$ cat src/rtl/pipe_pkg.sv
// Shared definitions for generic pipeline stage registers.
// Latency: n/a (types and constants only).
// Backpressure: n/a.
package pipe_pkg;

    // Stage fill state; the encoding doubles as the entry count.
    typedef enum logic [1:0] {
        ST_EMPTY = 2'd0,
        ST_ONE   = 2'd1,
        ST_TWO   = 2'd2
    } state_e;

    // Payload widths at each stage boundary, shared by the stage
    // instances and the packing/unpacking logic around them.
    localparam int unsigned EM_PAYLOAD_W = 72;
    localparam int unsigned MW_PAYLOAD_W = 71;

endpackage

$ cat src/rtl/sat_counter.sv
// Saturating up-counter for performance events.
// Latency: count reflects an inc one cycle after the sampling edge.
// Backpressure: none; holds at all-ones once saturated.
//
// Ports: clk, reset (sync, active-high), inc (count this cycle),
//        count (current value, W bits).
module sat_counter #(
    parameter int unsigned W = 16
) (
    input  logic         clk,
    input  logic         reset,
    input  logic         inc,
    output logic [W-1:0] count
);

    always_ff @(posedge clk) begin
        if (reset) begin
            count <= '0;
        end else if (inc && (count != {W{1'b1}})) begin
            count <= count + 1'b1;
        end
    end

endmodule

$ cat src/rtl/pipe_skid_stage.sv
// Generic pipeline stage register with valid/ready, flush and optional 2-entry skid.
// Latency: one cycle from accepting edge to out_data/out_valid.
// Backpressure: SKID=1 registers in_ready (low only when full); SKID=0 passes out_ready through.
//
// Ports: clk, reset (sync, active-high), flush (kill held + same-cycle beat),
//        in_valid/in_ready/in_data (upstream), out_valid/out_ready/out_data
//        (downstream, out_data=BUBBLE when empty), occupancy (0..2),
//        stall_cnt (saturating count of out_valid & !out_ready cycles).
module pipe_skid_stage
    import pipe_pkg::*;
#(
    parameter int unsigned      WIDTH  = 32,
    parameter int               SKID   = 1,
    parameter logic [WIDTH-1:0] BUBBLE = '0,
    parameter int unsigned      CNT_W  = 16
) (
    input  logic             clk,
    input  logic             reset,
    input  logic             flush,
    input  logic             in_valid,
    output logic             in_ready,
    input  logic [WIDTH-1:0] in_data,
    output logic             out_valid,
    input  logic             out_ready,
    output logic [WIDTH-1:0] out_data,
    output logic [1:0]       occupancy,
    output logic [CNT_W-1:0] stall_cnt
);

    state_e           state_q, state_d;
    logic [WIDTH-1:0] main_q, main_d;
    logic [WIDTH-1:0] skid_q;
    logic             accept, drain;

    assign accept = in_valid & in_ready;
    assign drain  = out_valid & out_ready;

    // main_q is forced to BUBBLE whenever the stage empties, so the head
    // payload can be driven straight from the register.
    assign out_valid = (state_q != ST_EMPTY);
    assign out_data  = main_q;
    assign occupancy = state_q;

    always_ff @(posedge clk) begin
        if (reset) begin
            state_q <= ST_EMPTY;
            main_q  <= BUBBLE;
        end else begin
            state_q <= state_d;
            main_q  <= main_d;
        end
    end

    always_comb begin
        state_d = state_q;
        main_d  = main_q;
        case (state_q)
            ST_EMPTY: begin
                if (accept) begin
                    state_d = ST_ONE;
                    main_d  = in_data;
                end
            end
            ST_ONE: begin
                if (accept && drain) begin
                    main_d = in_data;
                end else if (accept) begin
                    // Only reachable with SKID=1: without a skid entry,
                    // accepting in ONE implies out_ready, hence a drain.
                    state_d = ST_TWO;
                end else if (drain) begin
                    state_d = ST_EMPTY;
                    main_d  = BUBBLE;
                end
            end
            ST_TWO: begin
                if (drain) begin
                    state_d = ST_ONE;
                    main_d  = skid_q;
                end
            end
            default: begin
                state_d = ST_EMPTY;
                main_d  = BUBBLE;
            end
        endcase
        // Flush drops everything held and any same-cycle accept; a drain in
        // the same cycle has already been taken downstream.
        if (flush) begin
            state_d = ST_EMPTY;
            main_d  = BUBBLE;
        end
    end

    generate
        if (SKID != 0) begin : g_skid
            // Ready depends only on registered state: no out_ready->in_ready path.
            assign in_ready = (state_q != ST_TWO);

            always_ff @(posedge clk) begin
                if (reset || flush) begin
                    skid_q <= BUBBLE;
                end else if ((state_q == ST_ONE) && accept && !drain) begin
                    skid_q <= in_data;
                end else if ((state_q == ST_TWO) && drain) begin
                    skid_q <= BUBBLE;
                end
            end
        end else begin : g_noskid
            // Single entry at full throughput needs the downstream ready
            // passed straight through.
            assign in_ready = (state_q == ST_EMPTY) | out_ready;
            assign skid_q   = BUBBLE;
        end
    endgenerate

    sat_counter #(
        .W(CNT_W)
    ) u_stall_cnt (
        .clk  (clk),
        .reset(reset),
        .inc  (out_valid & ~out_ready),
        .count(stall_cnt)
    );

endmodule
$ cat config.mk
export PLATFORM = sky130hd
export DESIGN_NAME = pipe_skid_stage
export DESIGN_NICKNAME = d
export VERILOG_FILES = /design/src/rtl/pipe_pkg.sv /design/src/rtl/sat_counter.sv /design/src/rtl/pipe_skid_stage.sv
export SDC_FILE = /design/constraint.sdc
export NUM_CORES = 1
export LEC_CHECK = 0
export CAP_MARGIN = 10
export CORE_UTILIZATION = 50
export DETAILED_ROUTE_END_ITERATION = 7
export DONT_BUFFER_PORTS = 1
export HOLD_SLACK_MARGIN = 0.15
export PLACE_DENSITY_LB_ADDON = 0.08
export REMOVE_ABC_BUFFERS = 1
export SLEW_MARGIN = 40
export SYNTH_ARGS = -nofsm -noshare
export SYNTH_HDL_FRONTEND = slang
export SYNTH_HIERARCHICAL = 1
export SYNTH_SLANG_ARGS = --single-unit
$ cat constraint.sdc
create_clock -name clk -period 1.89 [get_ports clk]
set_input_delay 0.2835 -clock clk [delete_from_list [all_inputs] [get_ports clk]]
set_output_delay 0.2835 -clock clk [all_outputs]
set_load 0.02 [all_outputs]
==> results of run 1 <==
[report_power, final]
group          total [W]  leakage, nW  internal [W]  switching, W
combinational   0.000291        0.732      0.000137      0.000154
sequential       0.00181        0.664       0.00176     0.0000496
clock            0.00133       0.0988      0.000634      0.000698
[placed cells by master, fill, tap and decap left out, types with 3 or more instances in the layout]
cell / count
sky130_fd_sc_hd__dfxtp_1: 82
sky130_fd_sc_hd__a22oi_1: 59
sky130_fd_sc_hd__a21oi_1: 46
sky130_fd_sc_hd__nor2_1: 40
sky130_fd_sc_hd__dlygate4sd3_1: 35
sky130_fd_sc_hd__buf_4: 30
sky130_fd_sc_hd__o21ai_1: 25
sky130_fd_sc_hd__nand2_1: 17
sky130_fd_sc_hd__nand3_1: 11
sky130_fd_sc_hd__clkbuf_8: 9
sky130_fd_sc_hd__nand3b_1: 7
sky130_fd_sc_hd__or4_1: 7
sky130_fd_sc_hd__o31ai_1: 6
sky130_fd_sc_hd__o21ai_0: 5
sky130_fd_sc_hd__nor2b_1: 4
sky130_fd_sc_hd__nor3b_1: 4
sky130_fd_sc_hd__a311oi_1: 4
sky130_fd_sc_hd__buf_12: 4
sky130_fd_sc_hd__nor3_1: 4
sky130_fd_sc_hd__nand2b_1: 3
sky130_fd_sc_hd__inv_6: 3
sky130_fd_sc_hd__inv_1: 3
sky130_fd_sc_hd__nand4_1: 3
sky130_fd_sc_hd__and4_1: 3
sky130_fd_sc_hd__or3_1: 3
[synthesized netlist by cell type, drive strengths merged (4+ instances only)]
library cell   n  area (sq um)
nor2          41           161
nand3         11          55.1
nor2b          6          40.0
nand2         18          70.1
nand4          4          40.0
o21ai         30           150
or4            7          52.6
nor3           4          20.0
clkbuf        12          46.3
nor3b          4          30.0
buf           23           141
a22oi         59           443
o31ai          6          45.0
a21oi         46           230
nand3b         7          52.6
dfxtp         82          1640
a311oi         4          35.0
[registers in the layout, indices dropped and copies added (netlist names)]
name               cells
occupancy              2
u_stall_cnt/count     16
out_data              32
skid_q                32
[routing by layer]
layer	vias up	wire length (microns)	track usage
met5	-	0	0
met1	1515	4150	0.314
met4	0	67	0.0939
met2	80	4110	0.407
met3	5	505	0.0552
li1	1596	-	-
[through the flow]
step | hold WS (ns) | cell area (sq um) | power (W) | std cells | setup slack [ns]
final | 0.169 | 4390 | 0.00343 | 550 | 0.102
after global routing | 0.164 | 4390 | 0.00357 | 550 | 0.0132
after CTS | 0.150 | 4390 | 0.00346 | 550 | 0.134
after detailed placement | 0.357 | 3840 | 0.00206 | 499 | 0.159
after global placement | 0.356 | 3840 | 0.00206 | 499 | 0.207
after floorplan | 0.353 | 3390 | 0.00198 | 369 | -2.36
[final timing paths]
check        cells past startpoint                    end  slack, ns
max                              6  u_stall_cnt/count[15]       0.10
min reg2reg                      2             skid_q[19]       0.51
max reg2reg                      6  u_stall_cnt/count[15]       0.10
min                              2           out_data[20]       0.17
[kinds of logic after synthesis]
family,after synthesis,share of synthesized area
DFF,82,0.459
xor gates and xnor gates,2,0.00490
muxes,3,0.00875
AOI/OAI and AO/OA,156,0.277
buffers and inverters,38,0.0557
and+or+nand+nor,122,0.191
adders and majority gates,1,0.00350
[worst max-delay path, cell delays in order, from the launching register on]
cell and delay (ns):
sky130_fd_sc_hd__dfxtp_1 0.38, sky130_fd_sc_hd__or2_2 0.13, sky130_fd_sc_hd__nor2b_1 0.26, sky130_fd_sc_hd__nand2_1 0.14
sky130_fd_sc_hd__buf_4 0.19, sky130_fd_sc_hd__or4_1 0.47, sky130_fd_sc_hd__a21oi_1 0.15
[cell type report]
class,count,share of cell area
clock buffers,9,0.0282
clock inverters,7,0.0188
inverters,3,0.00256
multi-input cells,284,0.400
flip-flops and latches,82,0.374
well taps,96,0.0273
repair buffers,69,0.149
[repair_timing]
item	in CTS	in global routing
gates resized for setup	0	0
buffers inserted	0	0
hold buffers	35	0
endpoints found under the hold margin	77	0
==> metrics.txt, run 1 <==
# TYPE chip_impl_metric gauge
chip_impl_metric{name="fmaxAchievable",unit="GHz"} 0.559
chip_impl_metric{name="initial_core_util",unit=""} 0.523
chip_impl_metric{name="layout-drive-gt1-share",unit=""} 0.137
chip_impl_metric{name="grt_start_max_net_pins",unit=""} 39
chip_impl_info{name="worst_setup_path_startpoint",value="occupancy[0]"} 1
chip_impl_metric{name="finalHoldViolCount",unit=""} 0
chip_impl_metric{name="vias_in_the_first_global_route",unit=""} 3020
chip_impl_metric{name="clk_latency",unit="ns"} 0.34
chip_impl_metric{name="yosysSeqAreaShare",unit=""} 0.459
chip_impl_metric{name="vdd_ir_drop_max",unit="V"} 0.000534
chip_impl_metric{name="postSynthAreaPerCell",unit="sq um"} 8.85
chip_impl_info{name="holdCritPathClass",value="primary input to flip-flop"} 1
chip_impl_metric{name="buffer_ports.inserted",unit=""} 0
chip_impl_metric{name="gr-total-overflow",unit=""} 0
chip_impl_info{name="run_status",value="finished, final reports clean"} 1
chip_impl_metric{name="synth_seq_cells",unit=""} 82
chip_impl_info{name="synth-main-ff-cell",value="sky130_fd_sc_hd__dfxtp_1"} 1
chip_impl_metric{name="routed-via-count",unit=""} 3196
chip_impl_metric{name="finalNetCount",unit=""} 487
chip_impl_metric{name="die_height",unit="microns"} 86.5
chip_impl_info{name="worst_hold_startpoint",value="in_data[20]"} 1
chip_impl_metric{name="cell_area_power_density",unit="nW/um^2"} 781
chip_impl_metric{name="leakage",unit="nW"} 1.49
chip_impl_metric{name="htree_levels",unit=""} 3
chip_impl_metric{name="floorplan.io_pins",unit=""} 89
chip_impl_metric{name="drt_first_iter_violations",unit=""} 200
chip_impl_metric{name="area.sequential",unit="sq um"} 1640
chip_impl_metric{name="gpl.final_weighted_congestion",unit=""} 0.754
chip_impl_metric{name="clock_path_buffers",unit=""} 2
chip_impl_metric{name="clk_pin_slew_worst_paths",unit="ns"} 0.09
chip_impl_metric{name="grt_first_pass_wirelength",unit="microns"} 14500
chip_impl_metric{name="post_synth_inst_count",unit=""} 404
chip_impl_metric{name="fp.dieW",unit="microns"} 86.5
chip_impl_metric{name="slew_headroom",unit=""} 0.493
chip_impl_metric{name="core_area",unit="sq um"} 6830
chip_impl_metric{name="routed_wirelength",unit="microns"} 8830
chip_impl_metric{name="number_of_synthesized_flops_with_an_enable_pin",unit=""} 0
chip_impl_info{name="clockRootBuffer",value="sky130_fd_sc_hd__clkbuf_8"} 1
chip_impl_metric{name="n_antenna_cell",unit=""} 0
chip_impl_info{name="criticalPathCategory",value="flip-flop to flip-flop"} 1
chip_impl_info{name="reg2reg_start",value="occupancy[0]"} 1
chip_impl_metric{name="finalMaxSlewViolations",unit=""} 0
chip_impl_metric{name="netlist_area",unit="sq um"} 3570
chip_impl_metric{name="yosysWarnings",unit=""} 6
chip_impl_metric{name="final_min_period_over_clock_period",unit=""} 0.946
chip_impl_info{name="rsz0062_at_grt",value="false"} 1
chip_impl_metric{name="setup_viol",unit=""} 0
chip_impl_metric{name="routed_wire_length_per_instance",unit="microns"} 16.1
chip_impl_metric{name="area_growth",unit="%"} 22.9
chip_impl_metric{name="drt_pre_antenna_iters",unit=""} 4
chip_impl_metric{name="critPathRequiredTime",unit="ns"} 2.17
chip_impl_metric{name="multiInputGateArea",unit="sq um"} 1760
chip_impl_metric{name="critical_path_peak_fanout",unit=""} 10
chip_impl_info{name="setup.worst_path.end_class",value="flip-flop"} 1
chip_impl_metric{name="layout.core_utilization",unit=""} 0.643
chip_impl_metric{name="asyncSetResetFlopFracSynth",unit=""} 0
chip_impl_metric{name="avgViaCountPerCell",unit=""} 5.81
chip_impl_metric{name="globalRouteTotalUtil",unit=""} 0.246
chip_impl_metric{name="post-dp-hpwl",unit="microns"} 5330
chip_impl_metric{name="maxCapViolations",unit=""} 0
chip_impl_metric{name="min_period",unit="ns"} 1.79
chip_impl_metric{name="synth_cell_type_count",unit=""} 50
chip_impl_metric{name="grt_antenna_before_repair",unit=""} 0
chip_impl_metric{name="rows",unit=""} 30
chip_impl_metric{name="die_area",unit="sq um"} 7490
chip_impl_metric{name="max_slew.worst_pin.slew",unit="ns"} 0.759
chip_impl_metric{name="fin_setup_tns",unit="ns"} 0
chip_impl_metric{name="worst_clock_skew",unit="ns"} 0.0102
chip_impl_metric{name="cts_inserted_buffers",unit=""} 9
chip_impl_info{name="tritoncts_clock_tree",value="done"} 1
chip_impl_metric{name="drc",unit=""} 0
chip_impl_metric{name="cp.arrival",unit="ns"} 2.07
chip_impl_info{name="worstSetupStartpointType",value="flip-flop"} 1
chip_impl_metric{name="cts.sink_count",unit=""} 82
chip_impl_metric{name="detail-route-antenna-nets",unit=""} 0
chip_impl_metric{name="fillerInstances",unit=""} 596
Power figures use the tool's default switching activity.
==> run 2: changes to the inputs <==
- CAP_MARGIN: 10 -> 20
- CTS_BUF_LIST: unset -> sky130_fd_sc_hd__clkbuf_4
==> run 2 against run 1 <==
Net effect:
- die area unchanged
- final cell count stayed put
- fmax rose by 0.46%
- critical path type unchanged
==> metrics.txt, run 2 (synthesis results as in run 1) <==
# TYPE chip_impl_metric gauge
chip_impl_metric{name="detail-route-antenna-nets",unit=""} 0
chip_impl_metric{name="rrSetupSlack",unit="ns"} 0.11
chip_impl_metric{name="min_delay_path_depth",unit=""} 3
chip_impl_metric{name="slew_headroom",unit=""} 0.495
chip_impl_info{name="tritoncts_clock_tree",value="done"} 1
chip_impl_metric{name="vias_in_the_first_global_route",unit=""} 3016
chip_impl_info{name="crit_end",value="u_stall_cnt/count[15]"} 1
chip_impl_info{name="worst_setup_path_startpoint",value="occupancy[0]"} 1
chip_impl_metric{name="detailedPlace.worstSlack",unit="ns"} 0.159
chip_impl_metric{name="dr_wl_met2",unit="microns"} 4110
chip_impl_metric{name="clk_pin_slew_worst_paths",unit="ns"} 0.15
chip_impl_metric{name="n_antenna_cell",unit=""} 0
chip_impl_metric{name="max_slew.worst_pin.slew",unit="ns"} 0.755
chip_impl_metric{name="cts_inserted_buffers",unit=""} 9
chip_impl_metric{name="critPathRequiredTime",unit="ns"} 2.26
chip_impl_metric{name="fmaxAchievable",unit="GHz"} 0.562
chip_impl_info{name="clockRootBuffer",value="sky130_fd_sc_hd__clkbuf_4"} 1
chip_impl_info{name="worstSetupStartpointType",value="flip-flop"} 1
chip_impl_metric{name="placed_cells_incl_taps",unit=""} 499
chip_impl_metric{name="finalMaxSlewViolations",unit=""} 0
chip_impl_metric{name="area_growth",unit="%"} 21.4
chip_impl_metric{name="routed_wire_length_per_instance",unit="microns"} 16.1
chip_impl_metric{name="critical_path.n_buffers_inverters",unit=""} 1
chip_impl_metric{name="grt_antenna_before_repair",unit=""} 0
chip_impl_metric{name="post-dp-hpwl",unit="microns"} 5330
chip_impl_metric{name="cp.arrival",unit="ns"} 2.15
chip_impl_metric{name="floorplan.io_pins",unit=""} 89
chip_impl_metric{name="die_area",unit="sq um"} 7490
chip_impl_info{name="worst_path_max_delay_cell",value="sky130_fd_sc_hd__or4_1"} 1
chip_impl_metric{name="met3_wirelength",unit="microns"} 568
chip_impl_metric{name="routed-via-count",unit=""} 3177
chip_impl_metric{name="gr-total-overflow",unit=""} 0
chip_impl_info{name="most_common_library_cell_in_the_layout_ignoring_fill_and_taps",value="sky130_fd_sc_hd__dfxtp_1"} 1
chip_impl_metric{name="drc",unit=""} 0
chip_impl_metric{name="initial_core_util",unit=""} 0.523
chip_impl_metric{name="grt_first_pass_wirelength",unit="microns"} 14400
chip_impl_metric{name="grt_start_max_net_pins",unit=""} 39
chip_impl_info{name="top_signal_layer_used",value="met4"} 1
chip_impl_metric{name="critical_path_peak_fanout",unit=""} 10
chip_impl_metric{name="worst_clock_skew",unit="ns"} 0.0201
chip_impl_info{name="rsz0062_at_grt",value="false"} 1
chip_impl_info{name="setup.worst_path.end_class",value="flip-flop"} 1
chip_impl_metric{name="avgViaCountPerCell",unit=""} 5.78
chip_impl_metric{name="finalNetCount",unit=""} 487
chip_impl_info{name="holdCritPathClass",value="primary input to flip-flop"} 1
chip_impl_metric{name="fp.dieW",unit="microns"} 86.5
chip_impl_info{name="crit_path_cell_trace",value="or2_2, nor2b_1, nand2_1, buf_4, or4_1, a21oi_1"} 1
chip_impl_metric{name="core_area",unit="sq um"} 6830
chip_impl_metric{name="critPathMaxStageDelay",unit="ns"} 0.47
chip_impl_metric{name="setup_ws",unit="ns"} 0.110
chip_impl_metric{name="cell_area_power_density",unit="nW/um^2"} 739
chip_impl_info{name="most-common-layout-cells",value="sky130_fd_sc_hd__dfxtp_1 (82), sky130_fd_sc_hd__a22oi_1 (59), sky130_fd_sc_hd__a21oi_1 (46)"} 1
chip_impl_metric{name="cp.depth",unit=""} 6
chip_impl_metric{name="die_height",unit="microns"} 86.5
chip_impl_metric{name="vdd_ir_drop_max",unit="V"} 0.000505
chip_impl_info{name="criticalPathCategory",value="flip-flop to flip-flop"} 1
chip_impl_metric{name="wl_met1",unit="microns"} 4120
chip_impl_metric{name="globalRouteTotalUtil",unit=""} 0.245
chip_impl_info{name="r2r_end",value="u_stall_cnt/count[15]"} 1
chip_impl_info{name="run_status",value="finished, final reports clean"} 1
chip_impl_metric{name="drt_first_iter_violations",unit=""} 165
chip_impl_metric{name="reg2reg_depth",unit=""} 6
chip_impl_metric{name="final_min_period_over_clock_period",unit=""} 0.942
chip_impl_metric{name="gpl.final_weighted_congestion",unit=""} 0.754
chip_impl_metric{name="cts_resized",unit=""} 0
chip_impl_metric{name="htree_levels",unit=""} 3
chip_impl_metric{name="drt_pre_antenna_iters",unit=""} 5
chip_impl_metric{name="setup_viol",unit=""} 0
chip_impl_metric{name="clock_path_buffers",unit=""} 2
chip_impl_metric{name="layout-drive-gt1-share",unit=""} 0.137
chip_impl_metric{name="rows",unit=""} 30
chip_impl_metric{name="min_period",unit="ns"} 1.78
chip_impl_metric{name="cts.sink_count",unit=""} 82
chip_impl_metric{name="clk_latency",unit="ns"} 0.43
chip_impl_info{name="worst_path_dominant_cell_family",value="simple AND/OR/NAND/NOR gates"} 1
chip_impl_metric{name="maxCapViolations",unit=""} 0
chip_impl_info{name="reg2reg_start",value="occupancy[0]"} 1
chip_impl_metric{name="buffer_ports.inserted",unit=""} 0
chip_impl_metric{name="finalHoldViolCount",unit=""} 0
chip_impl_metric{name="routed_wirelength",unit="microns"} 8870
chip_impl_metric{name="final_cells",unit=""} 550
chip_impl_metric{name="leakage",unit="nW"} 1.47
chip_impl_metric{name="fillerInstances",unit=""} 602
-- run 2: worst min path at each step --
stage / start / to / slack, ns
finish: out_ready / occupancy[0] / 0.20
detailed placement: reset / u_stall_cnt/count[3] / 0.36
global route: out_ready / occupancy[0] / 0.20
floorplan: reset / u_stall_cnt/count[0] / 0.35
global placement: reset / u_stall_cnt/count[1] / 0.36
CTS: out_ready / occupancy[0] / 0.16
-- run 2: final cells by class --
class,count,area [sq um],share of cell area
sequential,82,1640,0.379
tap,96,120,0.0277
timing repair buffer,69,656,0.151
inverter,3,11.3,0.00260
clock buffer,9,67.6,0.0156
multi-input combinational,284,1760,0.405
clock inverter,7,82.6,0.0190
-- run 2: worst register-to-register path, cell delays in order (launching register included) --
cell	delay (ns)
sky130_fd_sc_hd__dfxtp_1	0.40
sky130_fd_sc_hd__or2_2	0.13
sky130_fd_sc_hd__nor2b_1	0.26
sky130_fd_sc_hd__nand2_1	0.14
sky130_fd_sc_hd__buf_4	0.19
sky130_fd_sc_hd__or4_1	0.47
sky130_fd_sc_hd__a21oi_1	0.15
-- run 2: per-layer routing --
metal,track usage,vias up
met5,0,-
met4,0.0894,0
met3,0.0657,4
met2,0.402,85
met1,0.311,1487
li1,-,1601
-- run 2: stage by stage --
| stage | hold slack [ns] | instance area [sq um] | TNS (ns) | util | power, W |
|---|---|---|---|---|---|
| final | 0.203 | 4340 | 0 | 0.635 | 0.00320 |
| after floorplan | 0.353 | 3390 | -93.60 | - | 0.00198 |
| after global placement | 0.356 | 3840 | 0 | 0.562 | 0.00206 |
| after detailed placement | 0.357 | 3840 | 0 | 0.562 | 0.00206 |
| after global routing | 0.203 | 4340 | 0 | 0.635 | 0.00334 |
| after CTS | 0.163 | 4340 | 0 | 0.635 | 0.00323 |
-- run 2: power by group --
part	leakage [nW]	total (W)	switching, W	internal [W]
Sequential	0.664	0.00181	0.0000497	0.00176
Combinational	0.732	0.000294	0.000157	0.000137
Clock	0.0755	0.00110	0.000675	0.000426
-- run 2: repair_timing --
action	4_1_cts	5_1_grt
setup endpoints to repair	0	0
setup buffers	0	0
hold buffers	35	0
endpoints found under the hold margin	81	0
==> run 3: changes to the inputs <==
- PLACE_DENSITY: unset -> 0.68
- PLACE_DENSITY_LB_ADDON: 0.08 -> unset
==> run 3 against run 2 <==
Net effect:
- sequential power hardly changed
- setup slack worse by 0.0047 ns
- clock skew is 0.0068 ns lower
- sequential cell count stayed put
- register-to-register slack hardly changed
- die area stayed put
- fmax is 0.27% lower
- via count is 3.1% higher
- sequential share of layout area is 0.53 points higher
- first-iteration DRC count is 1.8% higher
- highest routed layer unchanged
==> metrics.txt, run 3 (synthesis results as in run 1) <==
# TYPE chip_impl_metric gauge
chip_impl_metric{name="clk_pin_slew_worst_paths",unit="ns"} 0.13
chip_impl_metric{name="grt_first_pass_wirelength",unit="microns"} 15100
chip_impl_metric{name="max_slew.worst_pin.slew",unit="ns"} 0.813
chip_impl_metric{name="postCtsSetupRepairBufs",unit=""} 0
chip_impl_metric{name="finalMaxSlewViolations",unit=""} 0
chip_impl_metric{name="fp.dieW",unit="microns"} 86.5
chip_impl_info{name="run_status",value="finished, final reports clean"} 1
chip_impl_info{name="holdCritPathClass",value="primary input to flip-flop"} 1
chip_impl_info{name="reg2reg_start",value="u_stall_cnt/count[10]"} 1
chip_impl_info{name="most-common-layout-cells",value="sky130_fd_sc_hd__dfxtp_1 (82), sky130_fd_sc_hd__a22oi_1 (59), sky130_fd_sc_hd__a21oi_1 (46)"} 1
chip_impl_info{name="setup.worst_path.end_class",value="flip-flop"} 1
chip_impl_metric{name="vias_in_the_first_global_route",unit=""} 3177
chip_impl_metric{name="final_cells",unit=""} 548
chip_impl_metric{name="initial_core_util",unit=""} 0.523
chip_impl_metric{name="min_delay_path_depth",unit=""} 3
chip_impl_metric{name="routed_wirelength",unit="microns"} 9290
chip_impl_metric{name="cp.arrival",unit="ns"} 2.13
chip_impl_metric{name="fin_setup_tns",unit="ns"} 0
chip_impl_metric{name="cts_inserted_buffers",unit=""} 9
chip_impl_metric{name="layout-drive-gt1-share",unit=""} 0.135
chip_impl_metric{name="core_area",unit="sq um"} 6830
chip_impl_info{name="criticalPathCategory",value="flip-flop to flip-flop"} 1
chip_impl_metric{name="floorplan.io_pins",unit=""} 89
chip_impl_metric{name="buffer_ports.inserted",unit=""} 0
chip_impl_info{name="tritoncts_clock_tree",value="done"} 1
chip_impl_metric{name="gpl.final_weighted_congestion",unit=""} 0.784
chip_impl_metric{name="vdd_ir_drop_max",unit="V"} 0.000527
chip_impl_metric{name="drc",unit=""} 0
chip_impl_info{name="worstSetupStartpointType",value="flip-flop"} 1
chip_impl_info{name="worst_path_max_delay_cell",value="sky130_fd_sc_hd__or4_1"} 1
chip_impl_info{name="most_common_library_cell_in_the_layout_ignoring_fill_and_taps",value="sky130_fd_sc_hd__dfxtp_1"} 1
chip_impl_metric{name="slew_headroom",unit=""} 0.457
chip_impl_metric{name="reg2reg_depth",unit=""} 4
chip_impl_metric{name="routed_wire_length_per_instance",unit="microns"} 16.9
chip_impl_metric{name="cts.sink_count",unit=""} 82
chip_impl_metric{name="htree_levels",unit=""} 3
chip_impl_metric{name="clk_latency",unit="ns"} 0.42
chip_impl_metric{name="maxCapViolations",unit=""} 0
chip_impl_metric{name="detailedPlace.worstSlack",unit="ns"} 0.157
chip_impl_metric{name="die_height",unit="microns"} 86.5
chip_impl_metric{name="drt_first_iter_violations",unit=""} 168
chip_impl_metric{name="rows",unit=""} 30
chip_impl_metric{name="avgViaCountPerCell",unit=""} 5.98
chip_impl_metric{name="rrSetupSlack",unit="ns"} 0.11
chip_impl_info{name="rsz0062_at_grt",value="false"} 1
chip_impl_info{name="crit_path_cell_trace",value="nand3_1, or4_1, or4_1, a21oi_1"} 1
chip_impl_metric{name="worst_clock_skew",unit="ns"} 0.0132
chip_impl_metric{name="setup_viol",unit=""} 0
chip_impl_metric{name="final_min_period_over_clock_period",unit=""} 0.944
chip_impl_metric{name="fmaxAchievable",unit="GHz"} 0.560
chip_impl_metric{name="setup_ws",unit="ns"} 0.105
chip_impl_info{name="worst_hold_startpoint",value="out_ready"} 1
chip_impl_info{name="clockRootBuffer",value="sky130_fd_sc_hd__clkbuf_4"} 1
chip_impl_info{name="min_delay_worst_endpoint",value="occupancy[0]"} 1
chip_impl_metric{name="critical_path_peak_fanout",unit=""} 7
chip_impl_metric{name="globalRouteTotalUtil",unit=""} 0.254
chip_impl_info{name="r2r_end",value="u_stall_cnt/count[15]"} 1
chip_impl_metric{name="placed_cells_incl_taps",unit=""} 498
chip_impl_metric{name="critPathRequiredTime",unit="ns"} 2.23
chip_impl_metric{name="routed-via-count",unit=""} 3276
chip_impl_metric{name="finalNetCount",unit=""} 486
chip_impl_info{name="critical-path-top-cell-by-count",value="sky130_fd_sc_hd__or4_1"} 1
chip_impl_metric{name="grt_antenna_before_repair",unit=""} 0
chip_impl_metric{name="drt_pre_antenna_iters",unit=""} 5
chip_impl_metric{name="n_antenna_cell",unit=""} 0
chip_impl_metric{name="finalHoldViolCount",unit=""} 0
chip_impl_metric{name="critPathMaxStageDelay",unit="ns"} 0.51
chip_impl_metric{name="leakage",unit="nW"} 1.44
chip_impl_metric{name="clock_path_buffers",unit=""} 2
chip_impl_metric{name="post-dp-hpwl",unit="microns"} 5550
chip_impl_metric{name="area_growth",unit="%"} 19.7
chip_impl_metric{name="grt_start_max_net_pins",unit=""} 33
chip_impl_metric{name="die_area",unit="sq um"} 7490
chip_impl_metric{name="gr-total-overflow",unit=""} 0
chip_impl_metric{name="min_period",unit="ns"} 1.78
chip_impl_metric{name="detail-route-antenna-nets",unit=""} 0
chip_impl_metric{name="cell_area_power_density",unit="nW/um^2"} 696
-- run 3: changes by cell type in the layout (fill, tap and decap cells not counted) --
cell                         delta
sky130_fd_sc_hd__inv_6          -3
sky130_fd_sc_hd__clkinv_2       +2
sky130_fd_sc_hd__buf_12         -1
sky130_fd_sc_hd__bufinv_16      -1
sky130_fd_sc_hd__clkbuf_4       +1
sky130_fd_sc_hd__clkinvlp_4     +1
sky130_fd_sc_hd__inv_8          -1
sky130_fd_sc_hd__nor2b_1        -1
sky130_fd_sc_hd__nor2b_2        +1
-- run 3: layout make-up --
class | instances | area [sq um]
multi-input cells | 284 | 1760
flip-flops and latches | 82 | 1640
inverters | 3 | 11.3
fillers | 631 | 2550
well taps | 96 | 120
repair buffers | 68 | 636
clock inverters | 5 | 32.5
clock buffers | 10 | 75.1
-- run 3: worst max path at each step --
stage	startpoint	to	slack, ns	cells after the start
2_1_floorplan	occupancy[0]	skid_q[0]	-2.36	4
3_3_place_gp	u_stall_cnt/count[0]	u_stall_cnt/count[7]	0.21	6
3_5_place_dp	u_stall_cnt/count[10]	u_stall_cnt/count[15]	0.16	4
4_1_cts	u_stall_cnt/count[10]	u_stall_cnt/count[15]	0.12	4
5_1_grt	occupancy[0]	u_stall_cnt/count[6]	0.01	7
6_report	u_stall_cnt/count[10]	u_stall_cnt/count[15]	0.11	4
-- run 3: layer usage --
metal | part of all wire | track usage
met1 | 0.44 | 0.324
met2 | 0.47 | 0.405
met3 | 0.068 | 0.0629
met4 | 0.014 | 0.120
met5 | 0 | 0
-- run 3: what timing repair did --
item | CTS | global route
gates resized for setup | 0 | 1
hold buffers | 35 | 0
hold endpoints to repair | 81 | 0
endpoints found under the setup margin | 0 | 1
-- run 3: report_power, final --
part	total, W	switching [W]	leakage, nW	internal, W
clock network	0.000872	0.000598	0.0543	0.000273
registers	0.00181	0.0000510	0.664	0.00176
logic	0.000297	0.000161	0.721	0.000136
total	0.00298	0.000810	1.44	0.00217
-- run 3: through the flow --
step	instance area, sq um	total power, W	util	hold WS (ns)
6_report	4280	0.00298	0.626	0.203
4_1_cts	4270	0.00300	0.626	0.179
2_1_floorplan	3390	0.00198	-	0.353
5_1_grt	4280	0.00311	0.626	0.187
3_3_place_gp	3820	0.00206	0.559	0.355
3_5_place_dp	3820	0.00206	0.559	0.357
-- run 3: critical path: cells and delay by family, from the launching register on --
kind             cells  cell delay, ns
AO/OA/AOI/OAI        1            0.17
flip-flops           1            0.45
AND/OR/NAND/NOR      3            1.10
